`config.mk`:
```
export PLATFORM = sky130hd
export DESIGN_NAME = cordic_nco
export DESIGN_NICKNAME = d
export VERILOG_FILES = /design/src/rtl/cordic_nco.sv
export SDC_FILE = /design/constraint.sdc
export NUM_CORES = 1
export LEC_CHECK = 0
export CAP_MARGIN = 20
export CORE_AREA = 2 2 116 118
export DETAILED_ROUTE_END_ITERATION = 7
export DIE_AREA = 0 0 118 120
export GPL_TIMING_DRIVEN = 0
export PLACE_DENSITY = 0.44
export SKIP_LAST_GASP = 1
export SYNTH_ARGS = -nofsm -noshare
export SYNTH_HDL_FRONTEND = slang
export SYNTH_SLANG_ARGS = --single-unit
```
`constraint.sdc`:
```
create_clock -name clk -period 4.4 [get_ports clk]
set_input_delay 1.32 -clock clk [delete_from_list [all_inputs] [get_ports clk]]
set_output_delay 1.32 -clock clk [all_outputs]
set_load 0.005 [all_outputs]
```
`src/rtl/cordic_nco.sv`:
```
`default_nettype none
// ============================================================================
//  Module      : cordic_nco
//  Description : Phase-accumulator NCO front/back end for a first-quadrant
//                CORDIC. Folds the accumulator phase into a first-quadrant
//                angle code. A quadrant tag travels alongside each sample so
//                that the full-circle cos/sin signs can be restored when the
//                CORDIC result returns.
//  Revision    : 1.0  initial release
// ============================================================================
module cordic_nco #(
    parameter int D_WIDTH    = 7,
    parameter int PHASE_W    = 16,
    parameter int CORDIC_LAT = 6
) (
    input  logic                    clk,
    input  logic                    rst_n,
    input  logic                    en,
    input  logic [PHASE_W-1:0]      freq_word,
    input  logic                    phase_load,
    input  logic [PHASE_W-1:0]      phase_init,
    output logic [D_WIDTH-2:0]      z_tgt,
    output logic                    z_vld,
    input  logic signed [D_WIDTH:0] x_in,
    input  logic signed [D_WIDTH:0] y_in,
    output logic signed [D_WIDTH:0] cos_out,
    output logic signed [D_WIDTH:0] sin_out,
    output logic                    out_vld
);

    localparam logic signed [D_WIDTH:0] c_MIN_NEG = {1'b1, {D_WIDTH{1'b0}}};
    localparam logic signed [D_WIDTH:0] c_MAX_POS = {1'b0, {D_WIDTH{1'b1}}};

    // Phase accumulator and folded-angle stage
    logic [PHASE_W-1:0]      acc_q,   acc_d;
    logic [D_WIDTH-2:0]      z_tgt_q, z_tgt_d;
    logic                    z_vld_q, z_vld_d;
    logic [1:0]              quad_q,  quad_d;

    // Quadrant tag pipeline matching the CORDIC latency
    logic [CORDIC_LAT-1:0]   tag_vld_q;
    logic [1:0]              tag_quad_q [CORDIC_LAT];

    // Sign-restored output stage
    logic signed [D_WIDTH:0] cos_q, cos_d;
    logic signed [D_WIDTH:0] sin_q, sin_d;
    logic                    out_vld_q, out_vld_d;

    logic [1:0]              w_quad;
    logic [D_WIDTH-2:0]      w_frac;
    logic                    w_exit_vld;
    logic [1:0]              w_exit_quad;

    // Negation that clamps the most negative code to the most positive one
    function automatic logic signed [D_WIDTH:0] neg_sat(input logic signed [D_WIDTH:0] v);
        if (v == c_MIN_NEG) begin
            return c_MAX_POS;
        end
        return -v;
    endfunction

    assign w_quad      = acc_q[PHASE_W-1 -: 2];
    assign w_frac      = acc_q[PHASE_W-3 -: D_WIDTH-1];
    assign w_exit_vld  = tag_vld_q[CORDIC_LAT-1];
    assign w_exit_quad = tag_quad_q[CORDIC_LAT-1];

    // Accumulator update and quadrant folding; load wins and emits no sample
    always_comb begin
        acc_d   = acc_q;
        z_tgt_d = z_tgt_q;
        z_vld_d = 1'b0;
        quad_d  = quad_q;
        if (phase_load) begin
            acc_d = phase_init;
        end else if (en) begin
            acc_d   = acc_q + freq_word;
            z_vld_d = 1'b1;
            quad_d  = w_quad;
            // Odd quadrants run backwards through the first-quadrant table
            z_tgt_d = w_quad[0] ? ~w_frac : w_frac;
        end
    end

    // Restore full-circle signs when a valid tag exits with its CORDIC result
    always_comb begin
        cos_d     = cos_q;
        sin_d     = sin_q;
        out_vld_d = w_exit_vld;
        if (w_exit_vld) begin
            case (w_exit_quad)
                2'd0: begin cos_d = x_in;          sin_d = y_in;          end
                2'd1: begin cos_d = neg_sat(x_in); sin_d = y_in;          end
                2'd2: begin cos_d = neg_sat(x_in); sin_d = neg_sat(y_in); end
                default: begin cos_d = x_in;       sin_d = neg_sat(y_in); end
            endcase
        end
    end

    // Front-end state registers
    always_ff @(posedge clk or negedge rst_n) begin
        if (!rst_n) begin
            acc_q   <= '0;
            z_tgt_q <= '0;
            z_vld_q <= 1'b0;
            quad_q  <= 2'd0;
        end else begin
            acc_q   <= acc_d;
            z_tgt_q <= z_tgt_d;
            z_vld_q <= z_vld_d;
            quad_q  <= quad_d;
        end
    end

    // Tag shift register; never flushed except by reset
    always_ff @(posedge clk or negedge rst_n) begin
        if (!rst_n) begin
            tag_vld_q <= '0;
            for (int i = 0; i < CORDIC_LAT; i++) begin
                tag_quad_q[i] <= 2'd0;
            end
        end else begin
            tag_vld_q[0]  <= z_vld_q;
            tag_quad_q[0] <= quad_q;
            for (int i = 1; i < CORDIC_LAT; i++) begin
                tag_vld_q[i]  <= tag_vld_q[i-1];
                tag_quad_q[i] <= tag_quad_q[i-1];
            end
        end
    end

    // Output registers
    always_ff @(posedge clk or negedge rst_n) begin
        if (!rst_n) begin
            cos_q     <= '0;
            sin_q     <= '0;
            out_vld_q <= 1'b0;
        end else begin
            cos_q     <= cos_d;
            sin_q     <= sin_d;
            out_vld_q <= out_vld_d;
        end
    end

    assign z_tgt   = z_tgt_q;
    assign z_vld   = z_vld_q;
    assign cos_out = cos_q;
    assign sin_out = sin_q;
    assign out_vld = out_vld_q;

endmodule
`default_nettype wire

```
After elaboration in Yosys (flattened, before gate mapping). Cells that the tools add are included.

Register bits after elaboration: 60. Logic and storage cells: 51. Output and inout port bits: 24.

$add $sub $neg: 3. Muxes and demuxes: 23. Bitwise gates (word level): 2. Equality and inequality tests: 4. Reduce and logical (&&, ||, !) cells: 5.

Operators by type and width (number): $mux 8 (6); $mux 16 (2); $pmux 8 s2 (2); $add 16x16->16 (1); $eq 8x8->1 const B (2); $neg 8->8 (2); $mux 1 (12); $mux 6 (1); $not 6->6 (1); $reduce_or 3->1 (1); $eq 2x1->1 const B (1); $eq 2x2->1 const B (1); $logic_not 2->1 (1); $reduce_and 2->1 (1); $reduce_bool 2->1 (1); $reduce_or 2->1 (1); $not 1->1 (1).

Logic depth before layout (Yosys ltp). Gate-level depths: netlist (run 1).

Depth after elaboration: 6. Mapped depth: 9.

Worst setup path before layout (run 1). OpenSTA, ideal clock, no wires.

Path kind: input -> register. Start point: input port freq_word[0]. End point: register acc_q[14]. Data arrival time: 3.021 ns. Required time: 4.273 ns. Library setup time: 0.127 ns. Slack: 1.252 ns. Buffers on the path: 0. Stages on the path: 9. Path through: ha_1 > fa_1 > a21oi_1 > o31ai_2 > a21oi_2 > nor2_2 > o311ai_1 > a2111oi_0 > nand3b_1.

Cells in the longest elaborated chain, start to end: 3.

RTL lines: start, declared (RTL line 19) `input logic [PHASE_W-1:0] freq_word,`; $add 16x16->16 (RTL line 76) `acc_d = acc_q + freq_word;`; $mux 16 (RTL line 75) `end else if (en) begin`; $mux 16 (RTL line 73) `if (phase_load) begin`; end signal, assigned (RTL line 102) `acc_q <= '0;`; end signal, assigned (RTL line 107) `acc_q <= acc_d;`; end, declared (RTL line 35) `logic [PHASE_W-1:0] acc_q, acc_d;`.

Every way passes these cells. The select of a mux whose other input is x is not followed. A chain may end at the register's enable or synchronous reset.

Worst setup path in the final report (run 1). Same ends and word-level chain as after synthesis.

==> results of run 1 <==
cell type report:
class | count | area (um^2)
Inverter | 16 | 60.1
Sequential cell | 60 | 1500
Tap cell | 176 | 220
Fill cell | 1374 | 8510
Clock buffer | 13 | 270
Timing Repair Buffer | 74 | 738
Buffer | 12 | 45.0
Clock inverter | 3 | 67.6
Multi-Input combinational cell | 235 | 1570
path summary, 6_finish.rpt:
check	from	end	slack (ps)	cells past startpoint
worst max-delay path	freq_word[0]	acc_q[14]$_DFFE_PN0P_	800	10
max in group asynchronous	rst_n	cos_out[1]$_DFFE_PN0P_	2810	1
worst min register to register	tag_quad_q[5]$_DFF_PN0_	tag_quad_q[3]$_DFF_PN0_	340	0
min in group asynchronous	rst_n	sin_out[4]$_DFFE_PN0P_	1060	1
worst min-delay path	tag_quad_q[5]$_DFF_PN0_	tag_quad_q[3]$_DFF_PN0_	340	0
worst max register to register	acc_q[0]$_DFFE_PN0P_	acc_q[14]$_DFFE_PN0P_	1840	9
layer usage:
layer | global-route usage (%) | up-vias
li1 | - | 1309
met1 | 14.8 | 1242
met2 | 19.6 | 73
met3 | 3.37 | 11
met4 | 4.07 | 0
met5 | 0 | -
cells by family after synthesis:
logic type / count (synthesis)
and+or+nand+nor: 91
AOI/OAI and AO/OA: 88
DFF: 60
buffers and inverters: 28
xor gates and xnor gates: 24
adders and majority gates: 20
muxes: 12
registers in the layout, indices dropped and copies added, names as in the netlist:
name	flops
acc_q	16
tag_quad_q	10
cos_out	8
sin_out	8
tag_vld_q	6
z_tgt	6
quad_q	2
w_exit_quad	2
out_vld	1
z_vld	1
where the power goes:
part	internal, mW	switching [mW]
logic	0.356	0.301
clock network	0.542	0.256
registers	0.681	0.0681
total	1.58	0.625
Yosys cell counts (2+ instances only):
master	n
dfrtp_1	60
nand2_1	32
a21oi_1	29
nor2_1	21
ha_1	19
o21ai_0	18
xnor2_1	15
inv_1	14
clkbuf_1	12
nor2b_1	9
xor2_1	9
o21ai_1	8
mux2i_1	7
nor3_1	7
mux2_2	5
nand3b_1	5
a21o_1	4
a31oi_1	4
nor3b_1	4
o31ai_1	4
or3_1	4
a211oi_1	3
nand3_1	3
o21a_1	3
a2111oi_0	2
a21oi_2	2
inv_2	2
nand2b_1	2
nand4_1	2
==> out/qor.yml, run 1 <==
cts_buffers: 9
yosysUniqueCellTypes: 43
h-tree-depth: 3
hold_viol: 0
finClkSkew_ps: 5.16
io_pins: 76
synth_compound_area_share_pct: 16.9
synth_mux_area_share_pct: 3.98
startpoint_type: "input pin"
cts_root_buffer: "clkbuf_16"
layout_setup_ws_ps: 798
crit_fanout: 3
gp_congestion: 0.800
yosys_warnings: 0
synthXorXnorAreaFrac_pct: 6.62
mostFrequentLayoutCells: "73 x clkdlybuf4s50_1, 60 x dfrtp_1, 32 x nand2_1"
critPathTopFamily: "compound AO/OA/AOI/OAI gates"
routedWlPerCell_um: 13.5
async_flop_share_pct: 100
dp.cells: 573
criticalPathCategory: "input pin to flip-flop"
ys_seq_area_share_pct: 47.3
slew_violations: 0
ant_nets: 0
fin_area_mm2: 0.00447
yosys.area.top_type: "dfrtp_1"
rsz0062_at_grt: "false"
diodes: 0
routed_wl_um: 7950
synth_area_leaders: "dfrtp_1 47%, ha_1 7.5%, a21oi_1 4.6%"
required_ps: 4600
hold_buffers: 0
placed_area_mm2: 0.00413
holdWs_ps: 343
grt_max_degree: 61
outcome: "finished, final reports clean"
synth_ff_type: "dfrtp_1"
fp.dieW_um: 118
yosys_register_bits: 60
syn_area_per_cell_um2: 9.82
finalPower_mw: 2.20
crit_path_end_kind: "flip-flop"
die-area_mm2: 0.0142
worstPathArrival_ps: 3800
post-cts-setup-buffer-count: 0
grt.total_usage_pct: 11.8
drive_gt1_share_pct: 7.02
synth_area_mm2: 0.00317
top_layer: "met4"
drt-initial-drc-count: 139
fin_crit_ps: 3600
worstHoldPathType: "flip-flop to flip-flop"
met1_length_um: 3730
nets: 480
finalSetupViolCount: 0
total_leakage_power_nw: 1.89
vias: 2635
layout_commonest_cell: "clkdlybuf4s50_1"
syn_nets: 395
cp_slowest_cell: "fa_1"
globalRoute.totalOverflow: 0
rows: 42
fp.dieH_um: 120
synthAdderAreaFrac_pct: 8.12
maxCapViolCount: 0
syn_inst: 323
fin_util_pct: 34.4
p_per_area_mw_per_mm2: 493
synth-edff-count: 0
clk_pin_slew_ps: 60
grt_pass1_wl_um: 13300
viasPerCell: 4.47
io_buffers: 74
cts_resized: 0
irDropWorstVdd_mv: 0.198
final_cells: 589
core_area_mm2: 0.0130
finalCritPeriodShare_pct: 81.9
worst_slew_margin_rel_pct: 48.2
ctsLongestPathBuffers: 2
cts_sinks: 60
insertion_delay_ps: 320
path_cells: "clkdlybuf4s50_1 -> ha_1 -> fa_1 -> a21oi_1 -> o31ai_2 -> a21oi_2 -> nor2_2 -> o311ai_1 -> a2111oi_0 -> nand3b_1"
fmax_ghz: 0.278
initial_utilization_pct: 24.4
synth_top_area_share_pct: 47.3
synth_top_family_by_area: "compound AO/OA/AOI/OAI gates"
critPathBufInv: 1
critPathMaxStageDelay_ps: 420
first_pass_iters: 4
dp_hpwl_um: 5900
tns_ps: 0
worstMarginPinSlew_ps: 777
routed-wl-met3_um: 428
cts_tree: "done"
wl_met2_um: 3690
antenna_found_initial: 0
grt_pass1_vias: 2732
drt_drc_violations_left: 0
yosys.area_share.simple_pct: 13.8
dp_slack_ps: 485
area_delta_synth_final_pct: 40.9
(Power assumes the default switching activity.)
==> inputs of run 2 (changes only) <==
Settings changed: PLACE_DENSITY 0.44 to 0.46.
Clock period 4.4 ns to 3.3 ns, I/O delays scaled along.
==> out/qor.yml, run 2 (synthesis results as in run 1) <==
outcome: "finished, final reports clean"
fp.dieH_um: 120
die-area_mm2: 0.0142
area_delta_synth_final_pct: 39.7
fill_cells: 1379
dp_hpwl_um: 5840
rows: 42
finalPower_mw: 2.80
required_ps: 3510
largest-register: "acc_q"
routedWlPerCell_um: 13.4
tns_ps: 0
crit_path_end_kind: "flip-flop"
grt_pass1_wl_um: 13300
clk_pin_slew_ps: 50
cts_tree: "done"
placed_area_mm2: 0.00413
drt-initial-drc-count: 174
grt_max_degree: 61
first_pass_iters: 4
path_cells: "clkdlybuf4s50_1 -> ha_1 -> fa_1 -> a21oi_1 -> o31ai_2 -> a21oi_2 -> nor2_2 -> o311ai_2 -> a2111oi_0 -> nand3b_1"
r2r_cells: 9
holdWs_ps: 346
hold_viol: 0
r2r_end: "acc_q[14]$_DFFE_PN0P_"
core_area_mm2: 0.0130
layout_commonest_cell: "clkdlybuf4s50_1"
worstPathArrival_ps: 3320
gp_congestion: 0.768
antenna_found_initial: 0
use_met3_pct: 4.13
worst_slew_margin_rel_pct: 48.5
h-tree-depth: 3
ctsLongestPathBuffers: 2
hold_depth: 0
fin_util_pct: 34.1
startpoint_type: "input pin"
finalSetupViolCount: 0
p_per_area_mw_per_mm2: 633
layout_setup_ws_ps: 186
insertion_delay_ps: 320
finClkSkew_ps: 3.89
fmax_ghz: 0.321
worstMarginPinSlew_ps: 772
crit_fanout: 3
irDropWorstVdd_mv: 0.227
fin_area_mm2: 0.00443
nets: 480
dp.cells: 573
use_met1_pct: 14.9
grt.total_usage_pct: 12.0
cp_slowest_cell: "clkdlybuf4s50_1"
worstHoldPathType: "flip-flop to flip-flop"
use_met2_pct: 19.6
drt_drc_violations_left: 0
vias: 2555
cts_root_buffer: "clkbuf_16"
grt_pass1_vias: 2664
busiest_layer: "met2"
io_pins: 76
io_buffers: 74
slew_violations: 0
fp.dieW_um: 118
maxCapViolCount: 0
rr_startpoint: "acc_q[0]$_DFFE_PN0P_"
total_leakage_power_nw: 1.86
cts_buffers: 9
dp_slack_ps: -233
holdPathEnd: "tag_vld_q[3]$_DFF_PN0_"
crit_path_start: "freq_word[0]"
fin_crit_ps: 3110
routed_wl_um: 7870
globalRoute.totalOverflow: 0
rsz0062_at_grt: "false"
drive_gt1_share_pct: 7.04
critPathMaxStageDelay_ps: 410
criticalPathCategory: "input pin to flip-flop"
largest_reg_flops: 16
reg_top3: "acc_q (16), tag_quad_q (10)"
initial_utilization_pct: 24.4
cts_sinks: 60
final_cells: 588
reg2reg_slack_ps: 910
holdCritStartpoint: "tag_vld_q[2]$_DFF_PN0_"
ant_nets: 0
diodes: 0
viasPerCell: 4.35
mostFrequentLayoutCells: "73 x clkdlybuf4s50_1, 60 x dfrtp_1, 32 x nand2_1"
finalCritPeriodShare_pct: 94.4
## run 2: cell types whose count changed in the layout (fill, tap and decap cells not counted), sizes merged
cell	delta
clkbuf	-2
bufinv	-1
clkinv	+1
clkinvlp	+1
## run 2: cell type report
type	instances	area, um^2	area share, %
plain buffers	12	45.0	1.02
clock buffers	11	243	5.48
clock inverters	4	50.0	1.13
inverters	16	60.1	1.36
multi-input cells	235	1570	35.5
flip-flops and latches	60	1500	33.9
well taps	176	220	4.97
repair buffers	74	738	16.7
## run 2: worst max-delay path by stage
stage | slack, ps | end
final | 190 | acc_q[14]$_DFFE_PN0P_
after detailed placement | -230 | acc_q[14]$_DFFE_PN0P_
after CTS | 120 | acc_q[14]$_DFFE_PN0P_
after floorplan | 480 | acc_q[14]$_DFFE_PN0P_
after global routing | 60 | acc_q[14]$_DFFE_PN0P_
after global placement | -880 | acc_q[7]$_DFFE_PN0P_
## run 2: worst max-delay path, delay by kind of cell
kind	cells	cell delay (ps)
AND/OR/NAND/NOR	2	260
buffers and inverters	1	410
adder cells (fa/ha/maj)	2	640
AO/OA/AOI/OAI	5	1010
## run 2: report_power, final
| group | total, mW | internal [mW] | switching [mW] |
|---|---|---|---|
| sequential | 0.995 | 0.908 | 0.0876 |
| clock | 0.927 | 0.599 | 0.328 |
| combinational | 0.881 | 0.476 | 0.405 |
| total | 2.80 | 1.98 | 0.821 |
## run 2: routing by layer
metal	share of wire, %	up-vias	wire (um)
met4	0.56	0	44
met3	5.5	4	431
met5	0	-	0
li1	-	1304	-
met1	48	1180	3760
met2	46	67	3630
## run 2: timing repair
action | 4_1_cts | 5_1_grt
setup buffers | 0 | 0
endpoints found under the setup margin | 0 | 1
resized for setup | 0 | 1
hold buffers | 0 | 0
